`config.mk`:
```
export PLATFORM = sky130hd
export DESIGN_NAME = fetch_stage
export DESIGN_NICKNAME = d
export VERILOG_FILES = /design/src/rtl/fetch_stage.sv
export SDC_FILE = /design/constraint.sdc
export NUM_CORES = 1
export LEC_CHECK = 0
export ABC_AREA = 1
export BUFFER_PORTS_ARGS = -buffer_cell sky130_fd_sc_hd__buf_2
export CORE_AREA = 2 2 143 145
export CTS_CLUSTER_SIZE = 14
export DETAILED_ROUTE_END_ITERATION = 16
export DIE_AREA = 0 0 145 147
export GPL_TIMING_DRIVEN = 0
export PLACE_DENSITY = 0.77
export SETUP_SLACK_MARGIN = 0.02
export SYNTH_ARGS = -nofsm -noshare
export SYNTH_HDL_FRONTEND = slang
export SYNTH_SLANG_ARGS = --single-unit
```
`constraint.sdc`:
```
create_clock -name clk -period 6.8 [get_ports clk]
set_input_delay 1.36 -clock clk [delete_from_list [all_inputs] [get_ports clk]]
set_output_delay 1.36 -clock clk [all_outputs]
set_load 0.05 [all_outputs]
```
`src/rtl/fetch_stage.sv`:
```
// Instruction fetch stage: owns the PC, issues single-outstanding imem requests and
// presents fetched words in an IF/ID register backed by a one-entry skid buffer.
module fetch_stage #(
  parameter int unsigned       ADDR_W   = 32,
  parameter logic [ADDR_W-1:0] RESET_PC = '0
) (
  input  logic              clk,
  input  logic              rst,
  output logic              imem_req,
  output logic [ADDR_W-1:0] imem_addr,
  input  logic              imem_ack,
  input  logic [31:0]       imem_rdata,
  input  logic              id_stall,
  input  logic              redirect_valid,
  input  logic [ADDR_W-1:0] redirect_pc,
  output logic              id_valid,
  output logic [31:0]       id_instr,
  output logic [ADDR_W-1:0] id_pc,
  output logic [5:0]        id_opcode,
  output logic [6:0]        id_functR,
  output logic [4:0]        id_rs,
  output logic [4:0]        id_rt,
  output logic [4:0]        id_rd,
  output logic [15:0]       id_imm
);

  localparam logic [ADDR_W-1:0] PC_STEP = ADDR_W'(4);

  typedef enum logic [1:0] {
    IDLE,
    REQ,
    HOLD,
    DROP
  } state_e;

  state_e            state_q;
  logic              req_q;
  logic [ADDR_W-1:0] pc_q;
  logic [ADDR_W-1:0] addr_q;
  logic              id_valid_q;
  logic [31:0]       id_instr_q;
  logic [ADDR_W-1:0] id_pc_q;
  logic [31:0]       skid_instr_q;
  logic [ADDR_W-1:0] skid_pc_q;

  logic [ADDR_W-1:0] redirect_tgt;
  logic [ADDR_W-1:0] pc_inc;
  logic              out_free;

  assign redirect_tgt = {redirect_pc[ADDR_W-1:2], 2'b00};
  assign pc_inc       = pc_q + PC_STEP;
  assign out_free     = !id_valid_q || !id_stall;

  // The skid holds a word exactly while in HOLD, so leaving HOLD is what empties it.
  always_ff @(posedge clk or posedge rst) begin
    if (rst) begin
      state_q      <= IDLE;
      req_q        <= 1'b0;
      pc_q         <= RESET_PC;
      addr_q       <= RESET_PC;
      id_valid_q   <= 1'b0;
      id_instr_q   <= '0;
      id_pc_q      <= '0;
      // NOTE: skid data is reset as well so no X can ever reach id_instr through it.
      skid_instr_q <= '0;
      skid_pc_q    <= '0;
    end else begin
      // NOTE: all state here uses <= so every branch sees the pre-edge register values.
      case (state_q)
        IDLE: begin
          state_q <= REQ;
          req_q   <= 1'b1;
          if (redirect_valid) begin
            pc_q   <= redirect_tgt;
            addr_q <= redirect_tgt;
          end else begin
            addr_q <= pc_q;
          end
        end

        REQ: begin
          if (redirect_valid) begin
            id_valid_q <= 1'b0;
            pc_q       <= redirect_tgt;
            if (imem_ack) begin
              addr_q <= redirect_tgt;
            end else begin
              // Request still in flight on the old address; its data must be thrown away.
              state_q <= DROP;
            end
          end else if (imem_ack) begin
            pc_q   <= pc_inc;
            addr_q <= pc_inc;
            if (out_free) begin
              id_valid_q <= 1'b1;
              id_instr_q <= imem_rdata;
              id_pc_q    <= pc_q;
            end else begin
              skid_instr_q <= imem_rdata;
              skid_pc_q    <= pc_q;
              state_q      <= HOLD;
              req_q        <= 1'b0;
            end
          end else if (!id_stall) begin
            id_valid_q <= 1'b0;
          end
        end

        HOLD: begin
          if (redirect_valid) begin
            id_valid_q <= 1'b0;
            pc_q       <= redirect_tgt;
            addr_q     <= redirect_tgt;
            state_q    <= REQ;
            req_q      <= 1'b1;
          end else if (!id_stall) begin
            id_valid_q <= 1'b1;
            id_instr_q <= skid_instr_q;
            id_pc_q    <= skid_pc_q;
            addr_q     <= pc_q;
            state_q    <= REQ;
            req_q      <= 1'b1;
          end
        end

        DROP: begin
          if (redirect_valid) begin
            pc_q <= redirect_tgt;
          end
          if (imem_ack) begin
            state_q <= REQ;
            addr_q  <= redirect_valid ? redirect_tgt : pc_q;
          end
        end

        default: begin
          state_q <= IDLE;
          req_q   <= 1'b0;
        end
      endcase
    end
  end

  assign imem_req  = req_q;
  assign imem_addr = addr_q;
  assign id_valid  = id_valid_q;
  assign id_instr  = id_instr_q;
  assign id_pc     = id_pc_q;

  assign id_opcode = id_instr_q[31:26];
  assign id_functR = id_instr_q[6:0];
  assign id_rs     = id_instr_q[25:21];
  assign id_rt     = id_instr_q[20:16];
  assign id_rd     = id_instr_q[15:11];
  assign id_imm    = id_instr_q[15:0];

endmodule

```
==> flow_summary.json <==
{
  "status": "completed",
  "syn_inst": 1293,
  "synth.avg_cell_area_um2": 7.574,
  "synth-adder-area-share_pct": 0.6388,
  "critPathBufInv": 2,
  "cts.sinks": 196,
  "globalRouteTotalUtil_pct": 25.88,
  "placed_cell_area_um2": 11200,
  "skew_ns": 0.01444,
  "synth_warnings": 0,
  "synth_edf_count": 0,
  "cts_root_buf": "clkbuf_16",
  "ios": 211,
  "crit_family": "flip-flops",
  "cts_max_path_buffers": 2,
  "final-seq-area_um2": 4905,
  "final_util_pct": 59.42,
  "startpoint_type": "flop",
  "area_growth_syn_to_layout_pct": 20.40,
  "reg2reg_from": "state_q[0]",
  "detail-route-antenna-nets": 0,
  "crit_path_cell_trace": "buf_4 > buf_2",
  "fin_ws_ns": 4.195,
  "fp.dieH_um": 147,
  "grt_max_degree": 116,
  "hold_viol_final": 0,
  "grt_pass1_wl_um": 43970,
  "postCtsSetupBuffers": 0,
  "clock_latency_ns": 0.44,
  "fin_crit_sh_pct": 38.31,
  "yosysSeqAreaShare_pct": 50.08,
  "ys_types": 34,
  "synth_flop_cell": "dfrtp_1",
  "cts_tree": "yes",
  "antenna_cells": 0,
  "ys_async_sr_fraction_pct": 100.0,
  "syn-num-nets": 1367,
  "synth_seq_cells": 196,
  "detail_route.first_pass.iterations": 7,
  "multi_input_area_um2": 3881,
  "setup_viol": 0,
  "via_per_inst": 5.021,
  "crit_path_max_fanout": 4,
  "mostFrequentLayoutCells": "569 x nand2_1, 226 x buf_2, 196 x dfrtp_1",
  "synth_area_um2": 9793,
  "synth_compound_area_share_pct": 11.46,
  "nFillCells": 1838,
  "wl_per_cell_um": 15.06,
  "timing.slew.headroom_pct": 47.89,
  "num_rows": 52,
  "cts_resized": 0,
  "worstPathRequired_ns": 5.44,
  "worstHoldStart": "id_pc[17]",
  "numCtsBuffers": 17,
  "slew_violations": 0,
  "final_nets": 1594,
  "core_area_um2": 19840,
  "drcViolationCount": 0,
  "pre_cts_ws_ns": 3.917,
  "muxShareOfSynthArea_pct": 0,
  "io_buffers": 207,
  "drt_iter0_drc": 677,
  "synth_xor_xnor_area_share_pct": 0.08943,
  "place_congestion": 0.9055,
  "critical_path.max_stage_delay_ns": 0.43,
  "worstMarginPinSlew_ns": 0.7817,
  "drive_gt1_share_pct": 22.37,
  "hold_class": "flop to flop",
  "cts.clk_slew.worst_paths_ns": 0.07,
  "end_kind": "output port",
  "worstSetupPathType": "flop to output port",
  "gr-total-overflow": 0,
  "wl_um": 27160,
  "vias": 9053,
  "dp_hpwl_um": 20620,
  "die_area_um2": 21320,
  "period_minus_slack_ns": 2.605,
  "cp_slowest_cell": "dfrtp_1",
  "yosys.area_share.simple_pct": 27.44,
  "p_per_area_nw_per_um2": 560.8,
  "grt_setup_unrepaired": "no",
  "finalInstanceArea_um2": 11790,
  "die_width_um": 145,
  "max-vdd-ir-drop_v": 0.0002678,
  "worstPathArrival_ns": 1.25,
  "leakagePower_nw": 6.373,
  "startpoint": "id_instr[1]",
  "htreeDepth": 4,
  "synth_top_family_by_area": "simple AND/OR/NAND/NOR gates",
  "grt_pass1_vias": 8513,
  "final_common_cell": "nand2_1",
  "antenna_found_initial": 0,
  "cts-hold-fix-buffers": 0,
  "max-cap-violations": 0,
  "fmax_ghz": 0.3838,
  "initial_core_util_pct": 49.35
}
flip-flops by register name, indices dropped and copies added (netlist names):
signal	cells
id_valid	1
state_q	2
id_pc	32
imem_req	1
pc_q	32
id_instr	32
imem_addr	32
skid_instr_q	32
skid_pc_q	32
cells in the mapped netlist, types with 2 or more instances:
master,n,area share (%)
and2_1,3,0.19
or2_2,5,0.32
buf_4,59,4.5
a22oi_1,11,0.84
o21ai_1,20,1.0
ha_1,5,0.64
buf_2,19,0.97
clkbuf_1,24,0.92
dfrtp_1,196,50
nor2_2,6,0.38
o221ai_1,2,0.18
o31ai_1,8,0.61
o21bai_1,2,0.15
a21oi_1,7,0.36
o22ai_1,2,0.13
nand4_1,2,0.13
nand2_2,3,0.19
buf_1,3,0.11
o21ai_0,147,7.5
inv_2,4,0.15
nand3_1,47,2.4
o211ai_1,2,0.15
inv_1,91,3.5
nor2_1,47,1.8
nand2_1,569,22
through the flow:
stage               TNS [ns]  hold WS [ns]  std cells  power (mW)
CTS                        0        0.4808       1803       6.641
finish                     0        0.4759       1803       6.613
global placement     -408.44        0.4534       1770       5.544
detailed placement         0        0.4606       1771       5.614
floorplan                  0        0.4529       1293       4.715
global route               0        0.4961       1803       7.044
power by group:
group	total (mW)	internal [mW]	switching, mW
Sequential	2.04	1.67	0.368
Clock	1.02	0.524	0.495
Combinational	3.55	0.938	2.62
Total	6.61	3.13	3.48
cells by family (layout without fill, tap and decap cells):
| group | Yosys count | in the layout |
|---|---|---|
| simple gates | 684 | 684 |
| compound gates | 206 | 206 |
| buf+inv | 201 | 441 |
| flops | 196 | 196 |
| fa+ha+maj | 5 | 5 |
| xor+xnor | 1 | 1 |
routing by layer:
layer / vias up / wire length [um] / GRT usage (%)
met5: - / 0 / 0
met4: 0 / 652 / 8.267
met3: 37 / 1853 / 3.882
met2: 369 / 12420 / 41.33
met1: 4169 / 12230 / 36.73
li1: 4478 / - / -
tightest hold or removal path: stages (launching register included):
cell	delay, ns
dfrtp_1	0.34
nand2_1	0.05
nand2_1	0.05
worst paths after layout:
check                      cells past startpoint  slack, ns           to
setup / recovery                               2       4.19    id_imm[1]
hold / removal                                 2       0.48    id_pc[17]
setup reg to reg                              10       4.64    id_pc[16]
hold reg to reg                                2       0.48    id_pc[17]
max in group asynchronous                      3       4.84     pc_q[25]
min in group asynchronous                      2       1.08  id_instr[5]
area by class of cell:
| class | count | share of cell area [%] |
|---|---|---|
| Buffer | 106 | 5.518 |
| Clock buffer | 17 | 3.608 |
| Clock inverter | 15 | 1.390 |
| Inverter | 95 | 3.088 |
| Multi-Input combinational cell | 896 | 32.92 |
| Sequential cell | 196 | 41.60 |
| Tap cell | 270 | 2.865 |
| Timing Repair Buffer | 208 | 9.020 |
Note: power is estimated with default switching activity, not from simulation.
